==> src/rtl/axi_uart_rx_core_pkg.sv <==
// Shared types and constants for the UART receive path.
// Imported by the receive core and its FIFO.
package axi_uart_rx_core_pkg;

    typedef enum logic [1:0] {
        IDLE,
        START,
        DATA,
        STOP
    } uart_rx_st_t;

    localparam int UART_DATA_W  = 8;
    localparam int UART_MIN_DIV = 4;

endpackage

==> src/rtl/uart_rx_fifo.sv <==
// Show-ahead synchronous FIFO with occupancy output.
// A push into a full FIFO is accepted only when a pop frees a slot in the same cycle.
module uart_rx_fifo
    import axi_uart_rx_core_pkg::*;
#(
    parameter int DEPTH = 8,
    parameter int W     = UART_DATA_W,
    localparam int AW   = $clog2(DEPTH)
) (
    input  logic          clk,
    input  logic          arst,
    input  logic          push_i,
    input  logic [W-1:0]  din_i,
    input  logic          pop_i,
    output logic [W-1:0]  dout_o,
    output logic          valid_o,
    output logic          drop_o,
    output logic [AW:0]   level_o
);

    logic [W-1:0]  mem [DEPTH];
    logic [AW-1:0] wr_ptr;
    logic [AW-1:0] rd_ptr;
    logic [AW:0]   level;
    logic          full;
    logic          do_push;
    logic          do_pop;

    assign full    = (level == (AW+1)'(DEPTH));
    assign do_pop  = pop_i && (level != '0);
    assign do_push = push_i && (!full || do_pop);
    assign drop_o  = push_i && !do_push;

    assign dout_o  = mem[rd_ptr];
    assign valid_o = (level != '0);
    assign level_o = level;

    always_ff @(posedge clk or posedge arst) begin
        if (arst) begin
            for (int i = 0; i < DEPTH; i++) begin
                mem[i] <= '0;
            end
            wr_ptr <= '0;
            rd_ptr <= '0;
            level  <= '0;
        end else begin
            if (do_push) begin
                mem[wr_ptr] <= din_i;
                wr_ptr      <= wr_ptr + AW'(1);
            end
            if (do_pop) begin
                rd_ptr <= rd_ptr + AW'(1);
            end
            level <= level + (AW+1)'(do_push) - (AW+1)'(do_pop);
        end
    end

endmodule

==> src/rtl/axi_uart_rx_core.sv <==
// 8N1 UART receiver: synchroniser, start/data/stop FSM and receive FIFO.
// Frame-error is a one-cycle pulse; overrun is sticky until cleared.
module axi_uart_rx_core
    import axi_uart_rx_core_pkg::*;
#(
    parameter int FIFO_DEPTH = 8,
    parameter int DIV_WIDTH  = 16,
    localparam int LW        = $clog2(FIFO_DEPTH) + 1
) (
    input  logic                   clk,
    input  logic                   arst,
    input  logic                   uart_rx_i,
    input  logic                   rx_en_i,
    input  logic [DIV_WIDTH-1:0]   baud_div_i,
    output logic [UART_DATA_W-1:0] data_o,
    output logic                   valid_o,
    input  logic                   ready_i,
    output logic                   frame_err_o,
    output logic                   overrun_o,
    input  logic                   clr_ovr_i,
    output logic [LW-1:0]          fifo_level_o
);

    logic                   rx_m;
    logic                   rx_s;
    logic                   rx_q;
    uart_rx_st_t            state;
    logic [DIV_WIDTH-1:0]   div_q;
    logic [DIV_WIDTH-1:0]   cnt;
    logic [2:0]             bit_idx;
    logic [UART_DATA_W-1:0] shreg;
    logic                   push;
    logic                   drop;
    logic                   tick;

    always_ff @(posedge clk or posedge arst) begin
        if (arst) begin
            rx_m <= 1'b1;
            rx_s <= 1'b1;
            rx_q <= 1'b1;
        end else begin
            rx_m <= uart_rx_i;
            rx_s <= rx_m;
            rx_q <= rx_s;
        end
    end

    assign tick = (cnt == '0);
    assign push = (state == STOP) && tick && rx_s;

    always_ff @(posedge clk or posedge arst) begin
        if (arst) begin
            state       <= IDLE;
            div_q       <= '0;
            cnt         <= '0;
            bit_idx     <= '0;
            shreg       <= '0;
            frame_err_o <= 1'b0;
        end else begin
            frame_err_o <= 1'b0;
            unique case (state)
                IDLE: begin
                    if (rx_en_i && rx_q && !rx_s) begin
                        div_q <= baud_div_i;
                        cnt   <= (baud_div_i >> 1) - DIV_WIDTH'(1);
                        state <= START;
                    end
                end
                START: begin
                    if (!tick) begin
                        cnt <= cnt - DIV_WIDTH'(1);
                    end else if (!rx_s) begin
                        cnt     <= div_q - DIV_WIDTH'(1);
                        bit_idx <= '0;
                        state   <= DATA;
                    end else begin
                        state <= IDLE;
                    end
                end
                DATA: begin
                    if (!tick) begin
                        cnt <= cnt - DIV_WIDTH'(1);
                    end else begin
                        shreg   <= {rx_s, shreg[UART_DATA_W-1:1]};
                        cnt     <= div_q - DIV_WIDTH'(1);
                        bit_idx <= bit_idx + 3'd1;
                        if (bit_idx == 3'd7) begin
                            state <= STOP;
                        end
                    end
                end
                STOP: begin
                    if (!tick) begin
                        cnt <= cnt - DIV_WIDTH'(1);
                    end else begin
                        frame_err_o <= !rx_s;
                        state       <= IDLE;
                    end
                end
                default: state <= IDLE;
            endcase
        end
    end

    // A fresh overrun outranks a clear arriving in the same cycle
    always_ff @(posedge clk or posedge arst) begin
        if (arst) begin
            overrun_o <= 1'b0;
        end else if (drop) begin
            overrun_o <= 1'b1;
        end else if (clr_ovr_i) begin
            overrun_o <= 1'b0;
        end
    end

    uart_rx_fifo #(
        .DEPTH (FIFO_DEPTH),
        .W     (UART_DATA_W)
    ) u_fifo (
        .clk     (clk),
        .arst    (arst),
        .push_i  (push),
        .din_i   (shreg),
        .pop_i   (ready_i),
        .dout_o  (data_o),
        .valid_o (valid_o),
        .drop_o  (drop),
        .level_o (fifo_level_o)
    );

endmodule

==> config.mk <==
export PLATFORM = sky130hd
export DESIGN_NAME = axi_uart_rx_core
export DESIGN_NICKNAME = d
export VERILOG_FILES = /design/src/rtl/axi_uart_rx_core_pkg.sv /design/src/rtl/uart_rx_fifo.sv /design/src/rtl/axi_uart_rx_core.sv
export SDC_FILE = /design/constraint.sdc
export NUM_CORES = 1
export LEC_CHECK = 0
export ABC_AREA = 1
export CAP_MARGIN = 20
export CORE_MARGIN = 3
export CORE_UTILIZATION = 45
export DETAILED_ROUTE_END_ITERATION = 8
export GPL_TIMING_DRIVEN = 0
export PLACE_DENSITY_LB_ADDON = 0.08
export SYNTH_ARGS = -nofsm -noshare
export SYNTH_HDL_FRONTEND = slang
export SYNTH_SLANG_ARGS = --single-unit
==> constraint.sdc <==
create_clock -name clk -period 11.25 [get_ports clk]
set_input_delay 1.6875 -clock clk [delete_from_list [all_inputs] [get_ports clk]]
set_output_delay 1.6875 -clock clk [all_outputs]
set_load 0.02 [all_outputs]
======== Yosys cells after proc, flatten, opt, wreduce, memory -nomap -nowiden ========
Index checks and enable logic that the tools add are counted.
cells by class
  add/subtract/negate cells ............... 8
  bitwise gates (word level) .............. 2
  reduce and logical (&&, ||, !) cells .... 22
  mux-type cells .......................... 27
  $lt $le $gt $ge ......................... 3
  eq/ne operators ......................... 13
operators by type and width
  kind                                                      count
  two-way mux 16 bit                                        5
  bitwise mux 64 bit                                        1
  case mux 16 bit (4 select lines)                          1
  subtractor 16 x 1 -> 16 bit, second input constant        2
  binary-select mux 8 bit (select 3 bit)                    1
  demux 8 bit (select 3 bit)                                1
  two-way mux 8 bit                                         3
  logical NOT 16 bit                                        1
  subtractor 15 x 1 -> 16 bit, second input constant        1
  inequality test 2 bit, second input constant              7
  two-way mux 2 bit                                         6
  adder 3 x 1 -> 3 bit, second input constant               3
  two-way mux 3 bit                                         3
  greater-or-equal comparator 4 bit, second input constant  2
  logical AND 1 bit                                         8
  inverter 3 -> 4 bit                                       2
  case mux 2 bit (4 select lines)                           1
  case mux 3 bit (2 select lines)                           1
  AND reduction 5 bit                                       1
  adder 4 x 1 -> 4 bit                                      1
  equality test 2 bit, second input constant                2
  equality test 4 bit, second input constant                1
  < comparator 4 x 1 -> 1 bit, second input constant        1
  two-way mux 1 bit                                         4
  12 further kinds                                          16
word-level totals
  logic and storage cells ................. 96
  register bits ........................... 124
  output and inout port bits .............. 15

======== Longest topological paths before layout ========
Gate-level depths: netlist (run 1).
  depth in word-level cells ............... 7
  depth in mapped cells ................... 12
  depth with buffers taken out ............ 11

======== Hierarchy ========
Synthesis (run 1) repeated with hierarchy kept, for this count alone.
second synthesis, totals
  cells, all modules ...................... 1,029
  area, all modules ....................... 7,669.9 µm²
modules (own cells, without submodules)
  module            times used  cells an instance  area each (µm²)
  uart_rx_fifo      1           488                4,070.2
  axi_uart_rx_core  1           541                3,599.7

======== Worst setup path before layout (run 1) ========
Ideal clock, no wire load.
  kind .................................... input -> register
  start ................................... in ready_i
  end ..................................... reg u_fifo.level[2], in the netlist u_fifo.level_o[2]
  data arrival time ....................... 3,107 ps
  path buffers ............................ 0
  data required time ...................... 11,127 ps
  slack ................................... 8,020 ps
  cell stages on the path ................. 8
  path through ............................ nand2_1 > nand3_1 > inv_1 > nor4_1 > ha_1 > inv_1 > fa_1 > xnor2_1
on the way
  longest elaborated chain between the ends .. 5
RTL lines
  element                    line                    RTL
  start, declared            axi_uart_rx_core.sv:17  input logic ready_i,
  logical AND 1 bit          uart_rx_fifo.sv:30      assign do_pop = pop_i && (level != '0);
  logical OR 1 bit           uart_rx_fifo.sv:31      assign do_push = push_i && (!full || do_pop);
  logical AND 1 bit          uart_rx_fifo.sv:31
  via u_fifo.do_push         uart_rx_fifo.sv:26      logic do_push;
  adder 4 x 1 -> 4 bit       uart_rx_fifo.sv:54      level <= level + (AW+1)'(do_push) - (AW+1)'(do_pop);
  subtractor 4 x 1 -> 4 bit  uart_rx_fifo.sv:54
  end signal, assigned       uart_rx_fifo.sv:54
  end, declared              uart_rx_fifo.sv:24      logic [AW:0] level;
The timed path passes the listed nets, and every way through them passes these cells.
A chain may end at the register's enable or synchronous reset.

======== Final worst setup path (run 1) ========
  start ................................... reg u_fifo.rd_ptr[1]
  end ..................................... out data_o[6]
on the way
  longest elaborated chain between the ends .. 4
RTL lines
  element                                                line                    RTL
  start, declared                                        uart_rx_fifo.sv:23      logic [AW-1:0] rd_ptr;
  start signal, assigned                                 uart_rx_fifo.sv:52      rd_ptr <= rd_ptr + AW'(1);
  inverter 3 -> 4 bit (implied by the code)              uart_rx_fifo.sv:34      assign dout_o = mem[rd_ptr];
  binary-select mux 8 bit (select 3 bit)                 uart_rx_fifo.sv:34
  two-way mux 8 bit (implied by the code) (2 in series)  uart_rx_fifo.sv:34
  end, declared                                          axi_uart_rx_core.sv:15  output logic [UART_DATA_W-1:0] data_o,
Every way passes these cells. The select of a mux whose other input is x is not followed.

==> results of run 1 <==
==> kinds of logic after synthesis <==
kind of cell    synth area share [%]
compound gates                  13.6
xor+xnor                        3.31
fa+ha+maj                       3.56
buf+inv                         6.47
flops                           45.1
simple gates                    27.9
==> cells in the final DEF, fill, tap and decap left out, types with 6 or more instances in the layout <==
master             n
xnor2_1            6
dfrtp_1          121
clkbuf_1          28
xor2_1            20
clkdlybuf4s50_1   36
o22ai_1            8
nor2_1           150
a21oi_1           26
nand4_1            6
o21ai_0          134
clkbuf_16         17
a31oi_1            8
nand3_1           60
nand2_1          245
inv_1             85
ha_1              18
==> area by class of cell <==
class	instances	area, sq um
plain buffers	30	115
clock buffers	17	425
clock inverters	15	196
fillers	1455	6620
inverters	88	335
multi-input cells	701	3330
flip-flops and latches	124	3110
well taps	184	230
repair buffers	37	388
==> worst min-delay path by stage <==
stage	cells after the start	slack, ns	end	startpoint
3_5_place_dp	0	0.35	rx_s	rx_m
5_1_grt	0	0.36	rx_s	rx_m
4_1_cts	0	0.36	rx_s	rx_m
6_report	0	0.36	rx_s	rx_m
3_3_place_gp	0	0.35	rx_s	rx_m
2_1_floorplan	0	0.35	rx_s	rx_m
==> registers in the layout, summed over array words and instances, names as in the netlist, named ones only <==
register / count
rx_q: 1
state: 1
rx_m: 1
u_fifo.rd_ptr: 3
shreg: 8
div_q: 16
u_fifo.wr_ptr: 3
rx_s: 1
cnt: 16
u_fifo.mem: 64
u_fifo.level_o: 4
bit_idx: 3
overrun_o: 1
frame_err_o: 1
==> metal layers <==
layer	wire (um)	vias up
li1	-	3155
met1	9420	2957
met3	877	19
met2	8600	159
met4	251	0
met5	0	-
==> through the flow <==
step	hold slack, ns	total power [W]	instance area, sq um	setup slack (ns)
after floorplan	0.345	0.00121	6890	6.27
after global placement	0.347	0.00149	7480	4.36
after detailed placement	0.347	0.00150	7510	7.18
after CTS	0.360	0.00209	8130	6.75
after global routing	0.365	0.00224	8130	6.56
final	0.359	0.00208	8130	6.72
==> where the power goes <==
part | switching [W] | internal (W)
clock network | 0.000211 | 0.000370
registers | 0.0000867 | 0.000526
logic | 0.000567 | 0.000322
total | 0.000864 | 0.00122
==> reports/metrics.csv, run 1 <==
stage;metric;value;unit
grt;overflow;0;
clock_tree;numCtsBuffers;17;
detailed_routing;drt_iter0_drc;496;
clock_tree;root_buffer;clkbuf_16;
setup_path;crit_buf_inv;3;
synth;yosys.area.top_type;dfrtp_1;
setup_path;slowest_delay;0.63;ns
grt;grt_use_total;23.6;%
die;io_pins;37;
setup_path;critPathMaxFanout;10;
die;die_w;130;um
timing;rsz0062_at_grt;no;
synth;synth_cells;943;
setup_path;arrival;2.84;ns
synth;synth_edf_count;0;
synth;synth_nets;984;
synth;yosysMostFrequentCell;nand2_1;
die;start_util;46.7;%
synth;syn_avg_cell_area;7.30;sq um
grt;grt_max_degree;79;
synth;synth_area_leaders;dfrtp_1 (44%), nand2_1 (13%), o21ai_0 (9.7%), nor2_1 (8.2%), inv_1 (4.7%);
setup_path;crit_path_top_delay_cell;clkdlybuf4s50_1;
timing;post-route-period-util;40.2;%
detailed_routing;drt-total-wl;19200;um
synth;ys.flop_type;dfrtp_1;
grt;antenna_found_initial;0;
grt;gr-usage-met1;34.4;%
setup_path;r2r_start;cnt[0];
clock_tree;cts_tree;done;
clock_tree;cts_max_level;4;
timing;finalSetupViolCount;0;
setup_path;r2r_cells;10;
setup_path;r2r_slack;8.23;ns
cells_and_area;syn_to_final_growth;18.1;%
placement;gp_congestion;0.857;
grt;use_met3;4.26;%
die;dieHeight;130;um
setup_path;crit_chain;inv_1, clkbuf_1, o21ai_0, o22ai_1, nor2_1, a31oi_1, clkdlybuf4s50_1;
placement;portBuffers;36;
cells_and_area;nets;1040;
placement;hpwl;13800;um
synth;yosysUniqueCellTypes;30;
job;cap_violations;0;
setup_path;crit_required;9.56;ns
die;die-area;16800;sq um
timing;fin_crit;4.53;ns
clock_tree;clk_latency;0.43;ns
detailed_routing;wl_per_cell;16.0;um
timing;max_freq;221;MHz
timing;fin_worst_skew;0.0117;ns
timing;slew_viol_final;0;
synth;ys_warn_count;0;
synth;yosysSeqAreaShare;45.1;%
clock_tree;cts.repair.resized;0;
detailed_routing;avgViaCountPerCell;5.26;
setup_path;crit_end;data_o[6];
grt;met2_usage;36.6;%
pwr;p_leak;3.84;nW
clock_tree;postCtsSetupRepairBufs;0;
detailed_routing;drcViolationCount;0;
timing;tightest_slew;0.691;ns
clock_tree;clockBufferDepth;2;
run_status;status;completed;
grt;first_global_vias;5886;
setup_path;start_kind;flop;
setup_path;criticalPathCategory;reg -> out;
die;core_area;14800;sq um
pwr;peakVddDrop;0.000141;V
cells_and_area;utilization;55.1;%
timing;final-hold-violation-count;0;
setup_path;worst_setup_path_end_kind;output port;
setup_path;crit_cells;7;
grt;top_usage_layer;met2;
detailed_routing;vias;6290;
hold_path;hold_path_class;reg -> reg;
timing;relSlewSlack;53.7;%
detailed_routing;drt_pass1_iterations;5;
pwr;power_density;256;nW/um^2
synth;yosysTopAreaCellShare;44.0;%
setup_path;cpLargestDelayFamily;buffers and inverters;
timing;setup_tns;0;ns
synth;synth_area;6890;sq um
setup_path;critPathLaunch;u_fifo.rd_ptr[1];
setup_path;reg2reg_to;u_fifo.level_o[2];
synth;async_flop_share;100;%
cells_and_area;drive_above_1_share;4.64;%
clock_tree;hold_buffers;0;
placement;placed_cells;1164;
clock_tree;cts_sinks;124;
cells_and_area;finalNonFillerCells;1196;
detailed_routing;postRouteAntennaNets;0;
clock_tree;clkTransAtPathRegs;0.06;ns
grt;grt_pass1_wl;30600;um
cells_and_area;diodes;0;
die;num_rows;44;
synth;synth_commonest_cells;nand2_1 (245), nor2_1 (150), o21ai_0 (134);
synth;synth-seq-cells;124;
Power figures use the tool's default switching activity.
==> inputs of run 2 (changes only) <==
clock period = 4 ns   (was 11.25 ns; I/O delays follow)
==> results of run 2 <==
The final DEF is identical to that of run 1. Status: completed.
Among the figures that moved: setup slack after placement 7.18 ns -> 0.998 ns; setup slack after layout 6.72 ns -> 0.562 ns; register-to-register setup slack 8.23 ns -> 0.98 ns; total power 0.00208 W -> 0.00586 W; worst IR drop on VDD 0.000141 V -> 0.000396 V
==> inputs of run 3 (changes only) <==
CORE_ASPECT_RATIO = 1.2   (was not set)
==> run 3 against run 2 <==
Net effect:
- critical path type unchanged
- first-iteration DRC count fell by 27%
- sequential power barely moved
- cell count rose by 1.3%
- largest cell class unchanged
- worst hold slack got worse by 0.0025 ns
- sequential share of layout area rose by 0.12 points
==> reports/metrics.csv, run 3 (synthesis results as in run 1) <==
stage;metric;value;unit;change
run_status;status;completed;;
timing;post-route-period-util;84.4;%;
timing;worst_hold_slack;0.357;ns;-0.00248 ns
cells_and_area;drive_above_1_share;4.15;%;-0.49 points
pwr;power_density;704;nW/um^2;
placement;hpwl;14000;um;+1.3%
cells_and_area;final_common_cell;nand2_1;;
setup_path;arrival;2.78;ns;-0.06 ns
grt;antenna_found_initial;0;;unchanged
clock_tree;cts_sinks;124;;unchanged
clock_tree;numCtsBuffers;17;;unchanged
timing;finalSetupViolCount;0;;unchanged
timing;slew_viol_final;0;;unchanged
grt;first_global_vias;6001;;+2.0%
detailed_routing;drt_iter0_drc;364;;-27%
pwr;pwr-share-comb;43.5;%;+0.8 points
clock_tree;clk_latency;0.42;ns;about the same
hold_path;hold_path_class;reg -> reg;;
cells_and_area;utilization;55.1;%;about the same
setup_path;start_kind;flop;;
cells_and_area;syn_to_final_growth;17.7;%;
grt;grt_use_total;23.4;%;-0.24 points
timing;fin_crit;3.38;ns;
setup_path;r2r_start;cnt[0];;
detailed_routing;drt_pass1_iterations;5;;unchanged
timing;max_freq;296;MHz;
detailed_routing;postRouteAntennaNets;0;;unchanged
placement;pre_cts_slack;0.950;ns;
grt;overflow;0;;unchanged
setup_path;critPathMaxFanout;10;;unchanged
die;die_w;119;um;-8.3%
grt;grt_pass1_wl;30800;um;+0.66%
timing;setup_ws;0.623;ns;
clock_tree;cts.repair.resized;0;;unchanged
hold_path;hold_start;rx_m;;
clock_tree;cts_tree;done;;
detailed_routing;vias;6249;;-0.65%
die;io_pins;37;;unchanged
detailed_routing;drt-total-wl;18800;um;-1.8%
grt;grt_max_degree;89;;+13%
cells_and_area;largest_reg_flops;64;;unchanged
detailed_routing;drcViolationCount;0;;unchanged
placement;gp_congestion;0.918;;+7.1%
die;start_util;46.8;%;+0.13 points
setup_path;critPathLaunch;u_fifo.rd_ptr[1];;
timing;rsz0062_at_grt;no;;
pwr;p_seq_share;29.9;%;+0.5 points
pwr;p_leak;3.82;nW;-0.47%
clock_tree;cts_max_level;4;;unchanged
pwr;peakVddDrop;0.000295;V;
clock_tree;clkTransAtPathRegs;0.05;ns;about the same
cells_and_area;largest_register;u_fifo.mem;;
clock_tree;clockBufferDepth;2;;unchanged
clock_tree;root_buffer;clkbuf_16;;
cells_and_area;reg_top3;u_fifo.mem: 64 flops, cnt: 16 flops, div_q: 16 flops;;
timing;tightest_slew;0.631;ns;-0.0607 ns
cells_and_area;fillers;1461;;+0.41%
pwr;p_sw;0.00236;W;
setup_path;worst_setup_path_end_kind;output port;;
timing;setup_tns;0;ns;unchanged
detailed_routing;wl_per_cell;15.5;um;-3.1%
cells_and_area;nets;1040;;unchanged
cells_and_area;final_cell_mix;nand2_1 (245), nor2_1 (150), o21ai_0 (134), dfrtp_1 (121), inv_1 (85);;
placement;placed_cell_area;7530;sq um;+0.27%
cells_and_area;stdcell_area;8100;sq um;-0.32%
die;die-area;16800;sq um;about the same
timing;relSlewSlack;57.8;%;+4.1 points
setup_path;crit_required;3.40;ns;
pwr;clock_power_share;26.5;%;-1.4 points
timing;fin_worst_skew;0.00797;ns;-0.00370 ns
die;num_rows;48;;+9.1%
pwr;power.internal;0.00335;W;
clock_tree;hold_buffers;0;;unchanged
detailed_routing;avgViaCountPerCell;5.16;;-2.0%
placement;portBuffers;36;;unchanged
clock_tree;postCtsSetupRepairBufs;0;;unchanged
pwr;swShare;41.3;%;
setup_path;criticalPathCategory;reg -> out;;
timing;final-hold-violation-count;0;;unchanged
die;dieHeight;142;um;+9.1%
cells_and_area;diodes;0;;unchanged
job;cap_violations;0;;unchanged
die;core_area;14700;sq um;-0.27%
[run 3: changes by cell type in the layout (fill, tap and decap cells not counted)]
cell and change:
clkinvlp_4 -2, clkbuf_8 +3, inv_6 -2, clkinv_2 -1
clkbuf_1 +5, clkinv_4 -1, bufinv_16 -2
[run 3: metal layers]
metal	track usage, %	vias to the layer above	routed length [um]
met3	4.51	46	534
met4	11.1	0	788
met2	41.2	124	9570
met1	27.4	2924	7920
li1	-	3155	-
met5	0	-	0
[run 3: final cells by class]
class	instances	area (sq um)	share of cell area, %
timing repair buffer	37	388	4.79
clock inverter	7	90.1	1.11
multi-input combinational	701	3330	41.1
buffer	30	115	1.42
tap	200	250	3.09
sequential	124	3110	38.3
clock buffer	25	485	5.99
inverter	88	335	4.14
[run 3: worst max-delay path: stages (launching register included)]
cell             delay (ns)
dfrtp_1                0.46
inv_1                  0.19
clkbuf_1               0.45
o21ai_0                0.17
o22ai_1                0.24
nor2_1                 0.07
a31oi_1                0.16
clkdlybuf4s50_1        0.62
[run 3: worst paths after layout]
| path | endpoint | slack (ns) | cells past startpoint |
|---|---|---|---|
| max in group asynchronous | rx_m | 2.67 | 3 |
| setup / recovery | data_o[6] | 0.62 | 7 |
| hold reg to reg | rx_s | 0.36 | 0 |
| min in group asynchronous | cnt[15] | 0.55 | 2 |
| setup reg to reg | u_fifo.level_o[2] | 0.95 | 10 |
| hold / removal | rx_s | 0.36 | 0 |
[run 3: through the flow]
stage / power (W) / cells
finish: 0.00571 / 1212
global route: 0.00613 / 1212
CTS: 0.00574 / 1212
detailed placement: 0.00421 / 1180
global placement: 0.00419 / 1179
floorplan: 0.00341 / 943
[run 3: power groups by stage]
stage / logic, W / clock network (W) / registers [W]
final: 0.00248 / 0.00151 / 0.00171
after global routing: 0.00279 / 0.00160 / 0.00174
after CTS: 0.00249 / 0.00154 / 0.00171
after detailed placement: 0.00248 / 0 / 0.00173
after global placement: 0.00246 / 0 / 0.00173
after floorplan: 0.00171 / 0 / 0.00170
==> edit 1, RTL diff (config.mk and constraints of run 2) <==
The parameter `FIFO_DEPTH` goes from 8 to 4.
--- a/src/rtl/axi_uart_rx_core.sv
+++ b/src/rtl/axi_uart_rx_core.sv
@@ -3,7 +3,7 @@
 module axi_uart_rx_core
     import axi_uart_rx_core_pkg::*;
 #(
-    parameter int FIFO_DEPTH = 8,
+    parameter int FIFO_DEPTH = 4,
     parameter int DIV_WIDTH  = 16,
     localparam int LW        = $clog2(FIFO_DEPTH) + 1
 ) (
Ports: changed (resized fifo_level_o); port bits go from 37 to 36. No check against the original RTL was run, so the function may have changed too.
==> edit 1 against run 2 <==
- final area down 22%
- utilization down 0.59 points
- critical endpoint is now u_fifo.level_o[2]$_DFF_PP0_
- synthesized cell count down 20%
- global-route usage down 1.1 points
- critical path depth up 5
- worst setup slack better by 330 ps
- sequential cell count down 35
- wire length down 27%
- area after synthesis down 21%
Power is not compared: it rests on default switching activity, and its combinational part moved more than twofold at a synthesized area within 25%.
==> edit 1: results <==
[layout]
diodes = 0
fin_nets = 841
fillers = 1126
reg.largest.list = "u_fifo.mem (32), cnt (16), div_q (16)"
drive_above_1_share_pct = 6.20

[clock_tree]
clk_pin_slew_ps = 70
cts_inserted_buffers = 9
post-cts-setup-buffers = 0
htreeDepth = 3
clock_latency_ps = 360
cts-root-buf = "clkbuf_16"

[placed_design]
dp_slack_ps = 973
hpwl_microns = 10800
gp_congestion = 0.941
dp_cells = 934
io_buffers = 35
placed_cell_area_sq_um = 5980

[synthesis]
synth_nets = 794
syn-instance-count = 755
yosysSeqAreaShare_pct = 41.1
synth.distinct_cells = 32
ys_top_cells_by_area = "dfrtp_1 (40%), nand2_1 (16%), nor2_1 (6.5%), o21ai_0 (6.3%), inv_1 (5.4%)"
synthXorXnorAreaFrac_pct = 3.39
yosysWarnings = 0
synthAdderAreaFrac_pct = 4.06
synth_mux_area_share_pct = 1.45
synth_compound_area_share_pct = 11.8
synth_common_cells = "nand2_1 (225), nor2_1 (94), dfrtp_1 (86)"

[status]
status = "complete, no violations"

[worst_setup_path]
critPathMaxFanout = 5
critPathTopFamily = "simple AND/OR/NAND/NOR gates"
cp_slowest_cell = "nor2_1"
cp.arrival_ps = 3340
critPathMaxStageDelay_ps = 470

[sta]
fin_worst_skew_ps = 7.11
tightest_slew_ps = 568

[detailed_routing]
dr.pass1.iters = 5
via_per_inst = 5.17
via_count = 4916
first_iter_violations = 284
wirelength_microns = 13900

[global_routing]
antenna_found_initial = 0
grt_use_total_pct = 22.5
grt_pass1_wl_microns = 23600
grt_max_degree = 50

[pwr]
irDropWorstVdd_mv = 0.257
power_leakage_nw = 3.13

[worst_hold_path]
hold_path.class = "register to register"
## edit 1: per-layer routing
layer	routed length, microns	track usage [%]	vias up
li1	-	-	2510
met3	590	3.81	32
met1	6020	27.4	2245
met2	6760	37.8	129
met5	0	0	-
met4	539	12.5	0
## edit 1: cell type report
cell class                 instances  area [sq um]  area share (%)
multi-input combinational        567          2790            44.1
sequential                        89          2230            35.2
timing repair buffer              36           378            5.97
inverter                          80           304            4.80
clock buffer                       9           225            3.56
tap                              143           179            2.83
clock inverter                     7           124            1.96
buffer                            19          96.3            1.52
## edit 1: kinds of logic after synthesis
kind of cell	after synthesis
simple gates	398
mux	7
fa+ha+maj	17
flops	89
xor+xnor	21
buf+inv	99
compound gates	124
## edit 1: worst reg2reg max path: cells and delay by family, from the launching register on
family                     cells  cell delay (ps)
and+or+nand+nor                4             1230
adders and majority gates      3              820
DFF                            1              380
xor gates and xnor gates       1              170
buffers and inverters          4              400
## edit 1: worst paths after layout
path / start / endpoint / slack (ps) / depth (start not counted)
worst max-delay path: cnt[0]$_DFFE_PP0P_ / u_fifo.level_o[2]$_DFF_PP0_ / 900 / 12
worst min-delay path: rx_m$_DFF_PP1_ / rx_s$_DFF_PP1_ / 360 / 0
worst max register to register: cnt[0]$_DFFE_PP0P_ / u_fifo.level_o[2]$_DFF_PP0_ / 900 / 12
worst min register to register: rx_m$_DFF_PP1_ / rx_s$_DFF_PP1_ / 360 / 0
max in group asynchronous: arst / cnt[12]$_DFFE_PP0P_ / 2730 / 3
min in group asynchronous: arst / u_fifo.mem[6]$_DFFE_PP0P_ / 650 / 2
## edit 1: where the power goes
part	internal [mW]	leakage [nW]	total [mW]	switching, mW
logic	0.246	1.82	0.584	0.339
registers	0.930	1.14	0.950	0.0196
clock network	0.616	0.167	1.00	0.387
==> edit 2, RTL diff (flow settings as in run 2) <==
Without the edit above. Reset style: synchronous (`arst`), changed in 4 clocked blocks.
--- a/src/rtl/uart_rx_fifo.sv
+++ b/src/rtl/uart_rx_fifo.sv
@@ -35,7 +35,7 @@
     assign valid_o = (level != '0);
     assign level_o = level;
 
-    always_ff @(posedge clk or posedge arst) begin
+    always_ff @(posedge clk) begin
         if (arst) begin
             for (int i = 0; i < DEPTH; i++) begin
                 mem[i] <= '0;
--- a/src/rtl/axi_uart_rx_core.sv
+++ b/src/rtl/axi_uart_rx_core.sv
@@ -33,7 +33,7 @@
     logic                   drop;
     logic                   tick;
 
-    always_ff @(posedge clk or posedge arst) begin
+    always_ff @(posedge clk) begin
         if (arst) begin
             rx_m <= 1'b1;
             rx_s <= 1'b1;
@@ -48,7 +48,7 @@
     assign tick = (cnt == '0);
     assign push = (state == STOP) && tick && rx_s;
 
-    always_ff @(posedge clk or posedge arst) begin
+    always_ff @(posedge clk) begin
         if (arst) begin
             state       <= IDLE;
             div_q       <= '0;
@@ -103,7 +103,7 @@
     end
 
     // A fresh overrun outranks a clear arriving in the same cycle
-    always_ff @(posedge clk or posedge arst) begin
+    always_ff @(posedge clk) begin
         if (arst) begin
             overrun_o <= 1'b0;
         end else if (drop) begin
Behaviour: no difference found for any inputs over 10 cycles, from zero or initial values and one cycle with arst high; that may be too few to reach the edited logic, so the function may still have changed.
==> edit 2 against run 2 <==
- total power fell by 19%
- via count decreased by 2.7%
- wire length grew 0.57%
- final area increased by 1.5%
- sequential cell count increased by 3
- die area up 2.4%
- area after synthesis up 2.5%
- worst setup slack better by 150 ps
- largest power group unchanged
==> edit 2: results <==
[synthesis]
synth_nets = 976
syn-instance-count = 935
synth_common_cells = "nor2_1 (214), nand2_1 (174), inv_1 (88)"
ys_top_cells_by_area = "edfxtp_1 (27%), dfxtp_1 (18%), nor2_1 (11%), nand2_1 (9.3%), o21ai_0 (5.5%)"
yosysSeqAreaShare_pct = 45.1
ys.flop_type = "edfxtp_1"
synthArstFlopShare_pct = 0

[layout]
drive_above_1_share_pct = 5.98
fin_nets = 1031
fillers = 1511

[placed_design]
dp_slack_ps = 1070
placed_cell_area_sq_um = 7680
gp_congestion = 0.891
hpwl_microns = 14100
dp_cells = 1182

[pwr]
power_leakage_nw = 3.28
irDropWorstVdd_mv = 0.329
switching_share_pct = 36.9

[detailed_routing]
first_iter_violations = 435
via_count = 6120
routedWlPerCell_microns = 15.9

[sta]
min_period_ps = 3290
tightest_slew_ps = 720
fin_worst_skew_ps = 7.41

[global_routing]
grt_max_degree = 17
grt_use_total_pct = 22.3
grt_pass1_vias = 5637
grt_pass1_wl_microns = 30100

[worst_setup_path]
reg2reg_slack_ps = 1360
r2r_end = "u_fifo.level_o[2]$_SDFF_PP0_"
cp.arrival_ps = 2690
r2r_cells = 13

[worst_hold_path]
holdPathEnd = "rx_s$_SDFF_PP1_"
min_path_cells = 1

[status]
status = "complete, no violations"
edit 2: metrics by stage:
stage | total power, mW | hold slack, ps
after floorplan | 2.71 | 389
after global placement | 3.24 | 399
after detailed placement | 3.25 | 409
after CTS | 4.77 | 424
after global routing | 5.04 | 443
final | 4.75 | 415
edit 2: worst max-delay path: cells and delay by family (launching register included):
| kind | cells | cell delay, ps |
|---|---|---|
| AO/OA/AOI/OAI | 3 | 600 |
| buffers and inverters | 3 | 1200 |
| flip-flops | 1 | 380 |
| AND/OR/NAND/NOR | 1 | 70 |
edit 2: kinds of logic after synthesis:
group           after synthesis  share of synthesized area, %
compound gates              158                          11.7
xor+xnor                     19                          2.36
fa+ha+maj                    19                          3.48
buf+inv                     130                          7.11
flops                       127                          45.1
simple gates                482                          30.2
edit 2: how the worst max path moves through the flow:
stage,from,to
2_1_floorplan,u_fifo.level_o[2]$_SDFF_PP0_,u_fifo.level_o[2]$_SDFF_PP0_
3_3_place_gp,ready_i,u_fifo.level_o[2]$_SDFF_PP0_
3_5_place_dp,ready_i,u_fifo.level_o[2]$_SDFF_PP0_
4_1_cts,register,data_o[5]
5_1_grt,register,data_o[5]
6_report,register,data_o[5]
edit 2: cell type report:
type,count,area (sq um),share of cell area (%)
plain buffers,31,130,1.58
clock buffers,21,460,5.58
clock inverters,11,114,1.38
inverters,99,372,4.50
multi-input cells,678,3370,40.8
flip-flops and latches,127,3180,38.6
well taps,211,264,3.20
repair buffers,36,360,4.36
edit 2: metal layers:
metal  wire length, microns  vias to the layer above  track usage (%)
li1                       -                     3169                -
met1                   8140                     2819             26.3
met2                  10300                      109             41.7
met3                    609                       23             3.71
met4                    252                        0             6.48
met5                      0                        -                0
edit 2: power by group through the flow:
stage / registers [mW] / clock network, mW / logic, mW
2_1_floorplan: 1.57 / 0 / 1.14
3_3_place_gp: 1.58 / 0 / 1.67
3_5_place_dp: 1.58 / 0 / 1.67
4_1_cts: 1.55 / 1.54 / 1.68
5_1_grt: 1.57 / 1.58 / 1.88
6_report: 1.55 / 1.53 / 1.67
